--- src/rtl/fifo_pkg.sv ---
// Shared FIFO pointer helpers: default address width and Gray/binary conversion.
// Callers zero-extend narrower pointers into these and truncate the result back.
package fifo_pkg;

  localparam int FIFO_ADDRSIZE = 4;
  localparam int FIFO_MAXW     = 32;

  function automatic logic [FIFO_MAXW-1:0] bin2gray(input logic [FIFO_MAXW-1:0] b);
    return (b >> 1) ^ b;
  endfunction

  // Prefix-XOR from the MSB down; zero-extended upper bits leave the low bits exact.
  function automatic logic [FIFO_MAXW-1:0] gray2bin(input logic [FIFO_MAXW-1:0] g);
    logic [FIFO_MAXW-1:0] b;
    b[FIFO_MAXW-1] = g[FIFO_MAXW-1];
    for (int i = FIFO_MAXW - 2; i >= 0; i--) begin
      b[i] = b[i+1] ^ g[i];
    end
    return b;
  endfunction

endpackage

--- src/rtl/rptr_empty_cnt.sv ---
// Async-FIFO read-side pointer, empty/almost-empty flags, occupancy and sticky underflow.
// All outputs registered, one rclk of latency; reads while empty are refused and flagged.
module rptr_empty_cnt
  import fifo_pkg::*;
#(
  parameter int ADDRSIZE  = FIFO_ADDRSIZE,
  parameter int AE_THRESH = 2
) (
  input  logic                rclk,
  input  logic                rrst_n,
  input  logic                rinc,
  input  logic [ADDRSIZE:0]   rq2_wptr,
  output logic [ADDRSIZE:0]   rptr,
  output logic [ADDRSIZE-1:0] raddr,
  output logic                rempty,
  output logic                ralmost_empty,
  output logic [ADDRSIZE:0]   rcount,
  output logic                runderflow
);

  typedef logic [ADDRSIZE:0] ptr_t;

  localparam ptr_t AE_LIMIT = ptr_t'(AE_THRESH);

  ptr_t rbin;
  ptr_t rbinnext;
  ptr_t rgraynext;
  ptr_t wbin;
  ptr_t rcount_next;
  logic rd_en;
  logic rempty_next;
  logic ralmost_next;
  logic runderflow_next;

  assign raddr = rbin[ADDRSIZE-1:0];

  // Flags are derived from the post-read pointer and the current sync'd write pointer,
  // so a read and a write-pointer update on the same cycle are both accounted for.
  always_comb begin
    rd_en           = rinc & ~rempty;
    rbinnext        = rbin + ptr_t'(rd_en);
    rgraynext       = ptr_t'(bin2gray(FIFO_MAXW'(rbinnext)));
    wbin            = ptr_t'(gray2bin(FIFO_MAXW'(rq2_wptr)));
    rcount_next     = wbin - rbinnext;
    rempty_next     = (rgraynext == rq2_wptr);
    ralmost_next    = (rcount_next <= AE_LIMIT);
    runderflow_next = runderflow | (rinc & rempty);
  end

  always_ff @(posedge rclk or negedge rrst_n) begin
    if (!rrst_n) begin
      rbin          <= '0;
      rptr          <= '0;
      rempty        <= 1'b1;
      ralmost_empty <= 1'b1;
      rcount        <= '0;
      runderflow    <= 1'b0;
    end else begin
      rbin          <= rbinnext;
      rptr          <= rgraynext;
      rempty        <= rempty_next;
      ralmost_empty <= ralmost_next;
      rcount        <= rcount_next;
      runderflow    <= runderflow_next;
    end
  end

endmodule

--- config.mk ---
export PLATFORM = sky130hd
export DESIGN_NAME = rptr_empty_cnt
export DESIGN_NICKNAME = d
export VERILOG_FILES = /design/src/rtl/fifo_pkg.sv /design/src/rtl/rptr_empty_cnt.sv
export SDC_FILE = /design/constraint.sdc
export NUM_CORES = 1
export LEC_CHECK = 0
export ABC_AREA = 1
export CAP_MARGIN = 20
export CORE_ASPECT_RATIO = 1.25
export CORE_MARGIN = 4
export CORE_UTILIZATION = 52
export CTS_CLUSTER_SIZE = 8
export DETAILED_ROUTE_END_ITERATION = 16
export HOLD_SLACK_MARGIN = 0.08
export PLACE_DENSITY = 0.83
export SLEW_MARGIN = 20
export SYNTH_ARGS = -nofsm -noshare
export SYNTH_HDL_FRONTEND = slang
export SYNTH_SLANG_ARGS = --single-unit
--- constraint.sdc ---
create_clock -name rclk -period 3.6 [get_ports rclk]
set_input_delay 0.72 -clock rclk [delete_from_list [all_inputs] [get_ports rclk]]
set_output_delay 0.72 -clock rclk [all_outputs]
set_load 0.01 [all_outputs]
==> metrics.txt <==
drt via density between 5 and 6; root cell of the clock tree clkbuf_4; CTS tree yes; Setup crit end kind flip-flop; Clock power frac 0.084; PD cells 919.9 mW/mm^2; routability cong. 0.8194; H-tree depth 1; largest net degree at the start of global routing 18; post-route cell area approximately 0.0014 mm^2; kind of critical path primary input to flip-flop; Net Count, Synth roughly 150; crit path launch type primary input; Yosys reg bits 17; Final TNS setup 0 ps; slowest stage cell, crit path clkdlybuf4s50_1; Cells after Synth between 100 and 150; count of flip-flops with a built-in enable after synthesis 0; Avg Cell Area, Syn between 8 and 9 um^2; TritonCTS Buffers 3; drt first pass iters 4; num ports 25; Yosys warnings 0; Max Clk Rate between 300 and 400 MHz; Post-CTS Hold Fix Bufs 0; delay of the slowest critical-path stage ~550 ps; worst path cell trace clkdlybuf4s50_1 -> inv_2 -> nand2_1 -> nand3_2 -> nand2_2 -> xor2_2 -> xor2_1 -> ha_1 -> inv_1 -> fa_1 -> nand2_1 -> inv_1 -> nand3_1 -> nand2_1 -> nand2_1 -> nand2_2 -> nor2_2; Post-DRT Antenna Nets 0; ys async rst share 1.000; worst hold path class flip-flop to flip-flop; dpl hpwl 1761 um; grt ovf 0; Max-Cap Viols 0; core area 0.001982 mm^2; final-stage net count ~180; leading area contributor after synthesis dfrtp_1; combinational share of power 0.631; RSZ-0062 raised after global routing no; internal power around 700 uW; placed inst area 0.001331 mm^2; top post-synthesis cells by area dfrtp_1 35%, nand2_1 12%, nand2_2 9.9%; Seq pwr share 0.285; GRT Total Usage 0.1676; vias in the first global route ~940; Net Switching ~570 uW; wire per inst 12.49 um; run status completed; Die W 48.64 um; worst vdd ir just over 500 uV; Rows 18; Req. time, crit path ~3800 ps; most used cell, CP nand2_1; layout cells sized above 1 0.2063; Sw Share 0.4541; fill cell count 156; Iter 0 DRT Violations 32; post_cts resized 0; share of the synthesized area in the top cell type 0.3497; first-pass GRT wire length 3795 um; Final Critical Period slightly below 3000 ps; Pwr Total ~1.2 mW; CTS clock-pin slew for the worst setup and hold paths around 100 ps; sinks on the clock net 17; Clock Skews 9.097 ps; WHS 493.9 ps; maximum buffer depth of the clock tree 2; Top delay family on crit path buffers and inverters; area grow syn2layout 26.46%; I/O Buffers 24; ys flop type dfrtp_1; DR vias roughly 940; final antenna diode count 0; DRC 0; Max Slew Vio Count 0; Worst Max-Slew Pin Slew ~750 ps; commonest cells in the netlist 35 x nand2_1, 17 x inv_1, 17 x nand2_2; Final Setup Violations 0; Arr. time, crit path between 3000 and 4000 ps; die height around 59 um; Final Cycle Share 0.8010; top-count cell post-synth nand2_1; Distinct cells, synth 21; sequential fraction of the synthesis area 0.3986; Setup Buffers After CTS 0; die area roughly 0.0029 mm^2; Worst-Skew Late Latency around 300 ps; final wirelength about 2200 um; CP max FO 4; Post-Syn Area around 0.0011 mm^2; Slew headroom 0.4955; starting density of the core 0.5417; endpoints failing hold 0; antenna violations before repair 0; WP buf/inv 4; Leak between 0.7 and 0.8 nW
-- flip-flops by register name, indices dropped and copies added, names as in the netlist --
name           flops
rbin               5
rcount             5
rptr               4
ralmost_empty      1
rempty             1
runderflow         1
-- worst paths after layout --
| kind | from | to | slack [ps] | cells after the start |
|---|---|---|---|---|
| max | rq2_wptr[4] | ralmost_empty$_DFF_PN1_ | 720 | 17 |
| max reg2reg | rempty$_DFF_PN1_ | ralmost_empty$_DFF_PN1_ | 1440 | 12 |
| min | runderflow$_DFF_PN0_ | runderflow$_DFF_PN0_ | 490 | 1 |
| min in group asynchronous | rrst_n | rbin[0]$_DFF_PN0_ | 850 | 1 |
| max in group asynchronous | rrst_n | rcount[4]$_DFF_PN0_ | 2270 | 1 |
| min reg2reg | runderflow$_DFF_PN0_ | runderflow$_DFF_PN0_ | 490 | 1 |
-- layout by cell type, fill, tap and decap left out, types with 2 or more instances in the layout --
| cell | instances |
|---|---|
| nand2_1 | 35 |
| nand4_1 | 2 |
| nand2_2 | 17 |
| ha_1 | 6 |
| nand3_1 | 14 |
| xor2_1 | 3 |
| dfrtp_1 | 15 |
| nand3_2 | 2 |
| nor2_1 | 5 |
| inv_2 | 2 |
| a21oi_1 | 2 |
| inv_1 | 17 |
| dfstp_2 | 2 |
| clkbuf_4 | 3 |
| nor2_2 | 4 |
| clkdlybuf4s50_1 | 24 |
-- per-stage QoR --
stage	utilization	std cells	setup slack (ps)
6_report	0.6850	180	716.3
5_1_grt	0.6850	180	516.7
4_1_cts	0.6850	180	709.6
3_5_place_dp	0.6717	176	399.2
3_3_place_gp	0.6717	176	459.4
2_1_floorplan	-	133	1152
-- layer usage --
layer	up-vias	track usage	wire length (um)
met5	-	0	0
met4	0	0.1308	75
met3	8	0.01519	154
met2	35	0.3097	1185
met1	430	0.1718	832
li1	463	-	-
-- power by group through the flow --
stage               clock network [mW]  logic [mW]  registers, mW
floorplan                            0       0.473          0.385
global placement                     0       0.759          0.351
detailed placement                   0       0.785          0.360
CTS                              0.105       0.792          0.355
global route                     0.111       0.874          0.369
finish                           0.105       0.788          0.355
-- cells by family (layout without fill, tap and decap cells) --
group,after synthesis,count (layout),synth area share
AND/OR/NAND/NOR,81,81,0.3753
buffers and inverters,20,47,0.07343
flip-flops,17,17,0.3986
adder cells (fa/ha/maj),7,7,0.08858
AO/OA/AOI/OAI,4,4,0.02448
XOR/XNOR,4,4,0.03964
-- layout make-up --
type	instances	area [um^2]	area share
Clock buffer	4	26.28	0.01935
Sequential cell	17	427.9	0.3152
Timing Repair Buffer	24	240.2	0.1770
Multi-Input combinational cell	96	566.8	0.4175
Tap cell	20	25.02	0.01843
Inverter	19	71.32	0.05253
Note: power is estimated with default switching activity, not from simulation.
